## config.mk

```make
export PLATFORM = sky130hd
export DESIGN_NAME = instr_mem_ctrl
export DESIGN_NICKNAME = d
export VERILOG_FILES = /design/src/rtl/instr_mem_pkg.sv /design/src/rtl/instr_mem_ctrl.sv
export SDC_FILE = /design/constraint.sdc
export NUM_CORES = 1
export LEC_CHECK = 0
export CAP_MARGIN = 5
export CORE_MARGIN = 2
export CORE_UTILIZATION = 19
export CTS_BUF_LIST = sky130_fd_sc_hd__clkbuf_8
export CTS_CLUSTER_SIZE = 28
export DETAILED_ROUTE_END_ITERATION = 16
export PLACE_DENSITY_LB_ADDON = 0.3
export SLEW_MARGIN = 5
export SYNTH_ARGS = -nofsm -noshare
export SYNTH_HDL_FRONTEND = slang
export SYNTH_SLANG_ARGS = --single-unit
```

## constraint.sdc

```tcl
create_clock -name clk_i -period 3.16 [get_ports clk_i]
set_input_delay 0.79 -clock clk_i [delete_from_list [all_inputs] [get_ports clk_i]]
set_output_delay 0.79 -clock clk_i [all_outputs]
set_load 0.005 [all_outputs]
```

## src/rtl/instr_mem_pkg.sv

```systemverilog
// Shared types and helpers for the instruction-side SRAM controller.
package instr_mem_pkg;

    typedef enum logic [1:0] {
        IDLE,
        WAIT,
        GRANT
    } instr_mem_state_e;

    // Wide enough for WAIT_STATES up to 15.
    localparam int unsigned WAIT_CNT_W = 4;

    // True when addr falls in [base, base + bytes). The subtraction is done in
    // 33 bits so an address below base lands above any legal window size.
    function automatic logic in_window(input logic [31:0] addr,
                                       input logic [31:0] base,
                                       input logic [32:0] bytes);
        logic [32:0] offset;
        offset = {1'b0, addr} - {1'b0, base};
        return offset < bytes;
    endfunction

endpackage

```

## src/rtl/instr_mem_ctrl.sv

```systemverilog
// Terminates the instruction req/gnt/rvalid handshake on a 1-cycle-latency
// synchronous SRAM, with programmable grant wait states and error responses
// for out-of-range or misaligned addresses. At most one response is in flight.
module instr_mem_ctrl
    import instr_mem_pkg::*;
#(
    parameter logic [31:0] BASE_ADDR   = 32'h0000_0000,
    parameter int unsigned NUM_WORDS   = 1024,
    parameter int unsigned WAIT_STATES = 0,
    parameter int unsigned MEM_AW      = $clog2(NUM_WORDS)
) (
    input  logic              clk_i,
    input  logic              rst_i,

    input  logic              instr_req_i,
    output logic              instr_gnt_o,
    output logic              instr_rvalid_o,
    input  logic [31:0]       instr_addr_i,
    output logic [31:0]       instr_rdata_o,
    output logic              instr_err_o,

    output logic              mem_en_o,
    output logic [MEM_AW-1:0] mem_addr_o,
    input  logic [31:0]       mem_rdata_i
);

    localparam logic [32:0]           WINDOW_BYTES = 33'(NUM_WORDS) << 2;
    localparam logic [WAIT_CNT_W-1:0] WAIT_LOAD    = WAIT_CNT_W'(WAIT_STATES - 1);
    localparam logic [WAIT_CNT_W-1:0] CNT_ONE      = WAIT_CNT_W'(1);

    instr_mem_state_e        state_q, state_d;
    logic [WAIT_CNT_W-1:0]   cnt_q, cnt_d;
    logic                    pend_q, bad_q;

    logic                    bad;
    logic                    fsm_gnt;
    logic                    transfer;
    logic [MEM_AW+1:0]       offset_lo;
    logic                    unused_offset_lsb;

    // Address decode: window and alignment check, byte offset into the SRAM.
    always_comb begin
        bad       = !in_window(instr_addr_i, BASE_ADDR, WINDOW_BYTES) ||
                    (instr_addr_i[1:0] != 2'b00);
        offset_lo = instr_addr_i[MEM_AW+1:0] - BASE_ADDR[MEM_AW+1:0];
    end

    // Offset byte lanes are irrelevant once alignment has been checked.
    assign unused_offset_lsb = ^offset_lo[1:0];

    // Grant FSM next state. The counter is loaded with WAIT_STATES-1 and the
    // move to GRANT happens as it steps to zero, so gnt rises exactly
    // WAIT_STATES cycles after req.
    always_comb begin
        state_d = state_q;
        cnt_d   = cnt_q;
        fsm_gnt = 1'b0;
        unique case (state_q)
            IDLE: begin
                if (instr_req_i) begin
                    if (WAIT_STATES == 0) begin
                        fsm_gnt = 1'b1;
                    end else if (WAIT_STATES == 1) begin
                        state_d = GRANT;
                        cnt_d   = '0;
                    end else begin
                        state_d = WAIT;
                        cnt_d   = WAIT_LOAD;
                    end
                end
            end
            WAIT: begin
                if (!instr_req_i) begin
                    // Request withdrawn: abandon silently.
                    state_d = IDLE;
                    cnt_d   = '0;
                end else begin
                    cnt_d = cnt_q - CNT_ONE;
                    if (cnt_q <= CNT_ONE) begin
                        state_d = GRANT;
                        cnt_d   = '0;
                    end
                end
            end
            GRANT: begin
                fsm_gnt = instr_req_i;
                state_d = IDLE;
            end
            default: begin
                state_d = IDLE;
                cnt_d   = '0;
            end
        endcase
    end

    // Handshake outputs. Everything is masked while reset is asserted so a
    // response due in a reset cycle is dropped.
    always_comb begin
        instr_gnt_o    = fsm_gnt && !rst_i;
        transfer       = instr_req_i && instr_gnt_o;
        mem_en_o       = transfer && !bad;
        mem_addr_o     = mem_en_o ? offset_lo[MEM_AW+1:2] : '0;
        instr_rvalid_o = pend_q && !rst_i;
        instr_err_o    = instr_rvalid_o && bad_q;
        // SRAM data is passed through only for a live, good response.
        instr_rdata_o  = (instr_rvalid_o && !bad_q) ? mem_rdata_i : '0;
    end

    // State, wait counter and pending-response registers.
    always_ff @(posedge clk_i) begin
        if (rst_i) begin
            state_q <= IDLE;
            cnt_q   <= '0;
            pend_q  <= 1'b0;
            bad_q   <= 1'b0;
        end else begin
            state_q <= state_d;
            cnt_q   <= cnt_d;
            pend_q  <= transfer;
            bad_q   <= transfer && bad;
        end
    end

endmodule

```

Word level (Yosys, flattened, before mapping)
Index checks and enable logic that the tools add are counted.

word-level totals
  register bits after elaboration = 8
  input port bits = 67
  word-level logic and storage cells = 37

cells by class
  add/sub/neg operators = 1
  $lt $le $gt $ge = 2
  eq/ne operators = 3
  multiplexer cells = 10
  bitwise operators = 1
  reductions and logical operators = 16

operators with widths
  cell                  number
  $lt 32x13->1 const B  1
  $mux 32               1
  $mux 10               1
  $mux 4                2
  $pmux 4 s2            1
  $logic_and 1x1->1     7
  $le 4x1->1 const B    1
  $logic_not 1->1       4
  $mux 2                2
  $pmux 2 s2            1
  $sub 4x1->4 const B   1
  $ne 3x3->1 const B    1
  $eq 2x1->1 const B    1
  $eq 2x2->1 const B    1
  $logic_not 2->1       1
  $pmux 1 s2            1
  $reduce_and 2->1      1
  $reduce_bool 2->1     1
  $reduce_or 2->1       1
  $logic_or 1x1->1      1
  $mux 1                1
  $not 1->1             1

Depth between registers and ports, before layout
  word-level depth = 6
  mapped depth = 4
  depth with buffers taken out = 3

Worst setup path after synthesis
No wires, ideal clock.

  path kind = input-to-output
  start = input instr_addr_i[27]
  end = output mem_addr_o[0]
  arrival time = 1.577 ns
  data required time = 2.370 ns
  path slack = 0.793 ns
  stages on the path = 4
  path buffers = 1
  cell sequence = nor4_1 > nand4_1 > buf_6 > nor3_2

between the ends
  word-level cells in the longest chain between the ends = 6

ends and longest elaborated chain
  item               line                   RTL
  start, declared    instr_mem_ctrl.sv:18   input logic [31:0] instr_addr_i,
  $lt 32x13->1       instr_mem_pkg.sv:20    return offset < bytes;
  $logic_not 1->1    instr_mem_ctrl.sv:43   bad = !in_window(instr_addr_i, BASE_ADDR, WINDOW_BYTES) ||
  $logic_or 1x1->1   instr_mem_ctrl.sv:43
  $logic_not 1->1    instr_mem_ctrl.sv:101  mem_en_o = transfer && !bad;
  $logic_and 1x1->1  instr_mem_ctrl.sv:101
  $mux 10            instr_mem_ctrl.sv:102  mem_addr_o = mem_en_o ? offset_lo[MEM_AW+1:2] : '0;
  end, declared      instr_mem_ctrl.sv:23   output logic [MEM_AW-1:0] mem_addr_o,

No other way between the ends.

Worst setup path after layout
  start = input rst_i
  end = output instr_rdata_o[11]

between the ends
  word-level cells in the longest chain between the ends = 4

ends and longest elaborated chain
  item               line                   RTL
  start, declared    instr_mem_ctrl.sv:13   input logic rst_i,
  $logic_not 1->1    instr_mem_ctrl.sv:103  instr_rvalid_o = pend_q && !rst_i;
  $logic_and 1x1->1  instr_mem_ctrl.sv:103
  $logic_and 1x1->1  instr_mem_ctrl.sv:106  instr_rdata_o = (instr_rvalid_o && !bad_q) ? mem_rdata_i : '0;
  $mux 32            instr_mem_ctrl.sv:106
  end, declared      instr_mem_ctrl.sv:19   output logic [31:0] instr_rdata_o,

No other way between the ends.

==> metrics <==
status=completed; commonest non-fill, non-tap cell in the layout=clkdlybuf4s50_1; global-route wire length before repair=4540 um; Nets=265; via/cell ratio=between 4 and 5; initial core utilization=0.2037; multi-input logic area=roughly 470 um2; Worst-path clk slew=0.03 ns; Ports=approximately 110; Critical Path Start Type=primary input; slowest cell on the critical path=clkdlybuf4s50_1; Tmin final=3.084 ns; Pre-antenna DRT Iters=4; Num CTS Buffers=3; initial antenna violation count=0; synth unique cells=16; Max Fclk=0.3242 GHz; DRT iter0 DRCs=15; GRT overflow=0; dominant cells by area after synthesis=and2_1, nor3_2, nand2_1; Post-Syn Nets=~140; total power=0.2636 mW; CTS tree=built; Reg area=40.04 um2; largest net degree at the start of global routing=17; vias in the first global route=1030; Syn-to-layout area delta=258.2%; register area share after synthesis=0.07862; Die ar.=about 0.0031 mm2; period utilization=0.9760; core area=0.002500 mm2; worst-path cell chain=dlygate4sd2_1 > nor2b_2 > and2b_2 > bufbuf_16 > and2_1 > clkdlybuf4s50_1; clk buf depth=2; Die Span Y=55.77 um; synthesized area=509.2 um2; # clock sinks=2; Layout fillers=roughly 200; Synth warnings=0; hold path depth=3; WP data required=2.37 ns; worst slew pin tran=0.2678 ns; layout cell share with drive strength beyond 1=0.1633; most frequent cells in the layout=clkdlybuf4s50_1, and2_1, nand2_1, dlygate4sd2_1; Final HPWL DP=2305 um; NetSw=0.05107 mW; top cell type's share of synthesized area=0.4054; Root Buffer Master=clkbuf_8; internal power=~0.21 mW; Hold-fix buffers, CTS=0; maximum fanout along the worst path=16; DRC Markers=0; max-slew violation count=0; max_cap viols=0; RePlAce Congestion=0.6905; drt wl/cell=12.68 um; antenna diode count=0; Peak supply drop=0.0002174 V; Final Hold Violating Endpoints=0; leakage power=0.7542 nW; Comb pwr share=0.516; number of buffers added on ports=112; hold crit path type=primary input to flip-flop; final WL=2866 um; share of power burned in registers=0.103; DR vias=1011; share of the core filled with cells=0.7297; CP Capture Type=output pin; Worst path max stage delay=roughly 0.50 ns; area leader, netlist=and2_1; sw frac=0.1937; Die X=55.77 um; H-tree Lvls=1; worst setup path class=primary input to output pin; Cell Pwr Density=roughly 140 mW/mm2; num rows=18; final setup vio count=0; all-layer global routing usage=0.1799; WP data arrival=2.29 ns; clock share of power=0.380; Routed Antenna Nets=0; Post-Syn Instances=75; Rel. slew slack=0.8198; #FFs+latches synth=2; average instance area after synthesis=just under 7 um2
## per-layer routing
metal	part of all wire	GRT usage	vias up
li1	-	-	487
met1	0.33	0.1783	433
met2	0.52	0.3452	82
met3	0.12	0.05581	9
met4	0.027	0.06620	0
met5	0	0	-
## worst max-delay path: cells and delay by family
family                 cells  cell delay (ns)
AND/OR/NAND/NOR            3             0.47
buffers and inverters      3             1.04
## synthesized netlist by cell type (all sizes together)
cell	number
clkbuf	3
nand4	1
nor4	5
nor2	1
nand2	11
and2b	1
and2	33
nor2b	3
dfxtp	2
o21a	1
nor4b	1
buf	3
nor3	10
## cell type report
class | instances | share of cell area
Multi-Input combinational cell | 67 | 0.2558
Tap cell | 30 | 0.02058
Clock buffer | 3 | 0.02263
Timing Repair Buffer | 124 | 0.6790
Sequential cell | 2 | 0.02195
## worst paths after layout
| path | slack, ns | from | end |
|---|---|---|---|
| max | 0.08 | rst_i | instr_rdata_o[11] |
| min | 1.07 | rst_i | pend_q$_SDFF_PP0_ |
## cell families after synthesis
group	Yosys count	share of synthesized area
and+or+nand+nor	66	0.8379
buffers and inverters	6	0.06879
DFF	2	0.07863
AOI/OAI and AO/OA	1	0.01475
## registers in the layout, indices dropped and copies added, names as in the netlist
register,count
bad_q,1
pend_q,1
## per-stage QoR
step | setup TNS [ns] | setup slack (ns) | hold WS [ns] | instances | cell area (um2)
floorplan | 0 | 0.7933 | 0.8616 | 75 | 509.2
global placement | -1.854 | -0.1832 | 1.434 | 218 | 1698
detailed placement | -2.184 | -0.2391 | 1.407 | 218 | 1698
CTS | -0.2067 | -0.2067 | 1.046 | 225 | 1787
global route | -0.05011 | -0.01466 | 1.072 | 226 | 1824
finish | 0 | 0.07591 | 1.072 | 226 | 1824
## power groups by stage
stage / Sequential, mW / Clock [mW] / Combinational [mW]
6_report: 0.0272 / 0.100 / 0.136
4_1_cts: 0.0271 / 0.104 / 0.135
5_1_grt: 0.0273 / 0.105 / 0.145
2_1_floorplan: 0.0274 / 0 / 0.0207
3_3_place_gp: 0.0274 / 0 / 0.127
3_5_place_dp: 0.0274 / 0 / 0.129
## timing repair
action | in CTS | in global routing
endpoints found under the setup margin | 38 | 11
setup buffers | 3 | 2
pin swaps | 1 | 4
cloned | 1 | 0
gates resized for setup | 18 | 6
No activity file was read; power rests on OpenSTA's default activity.
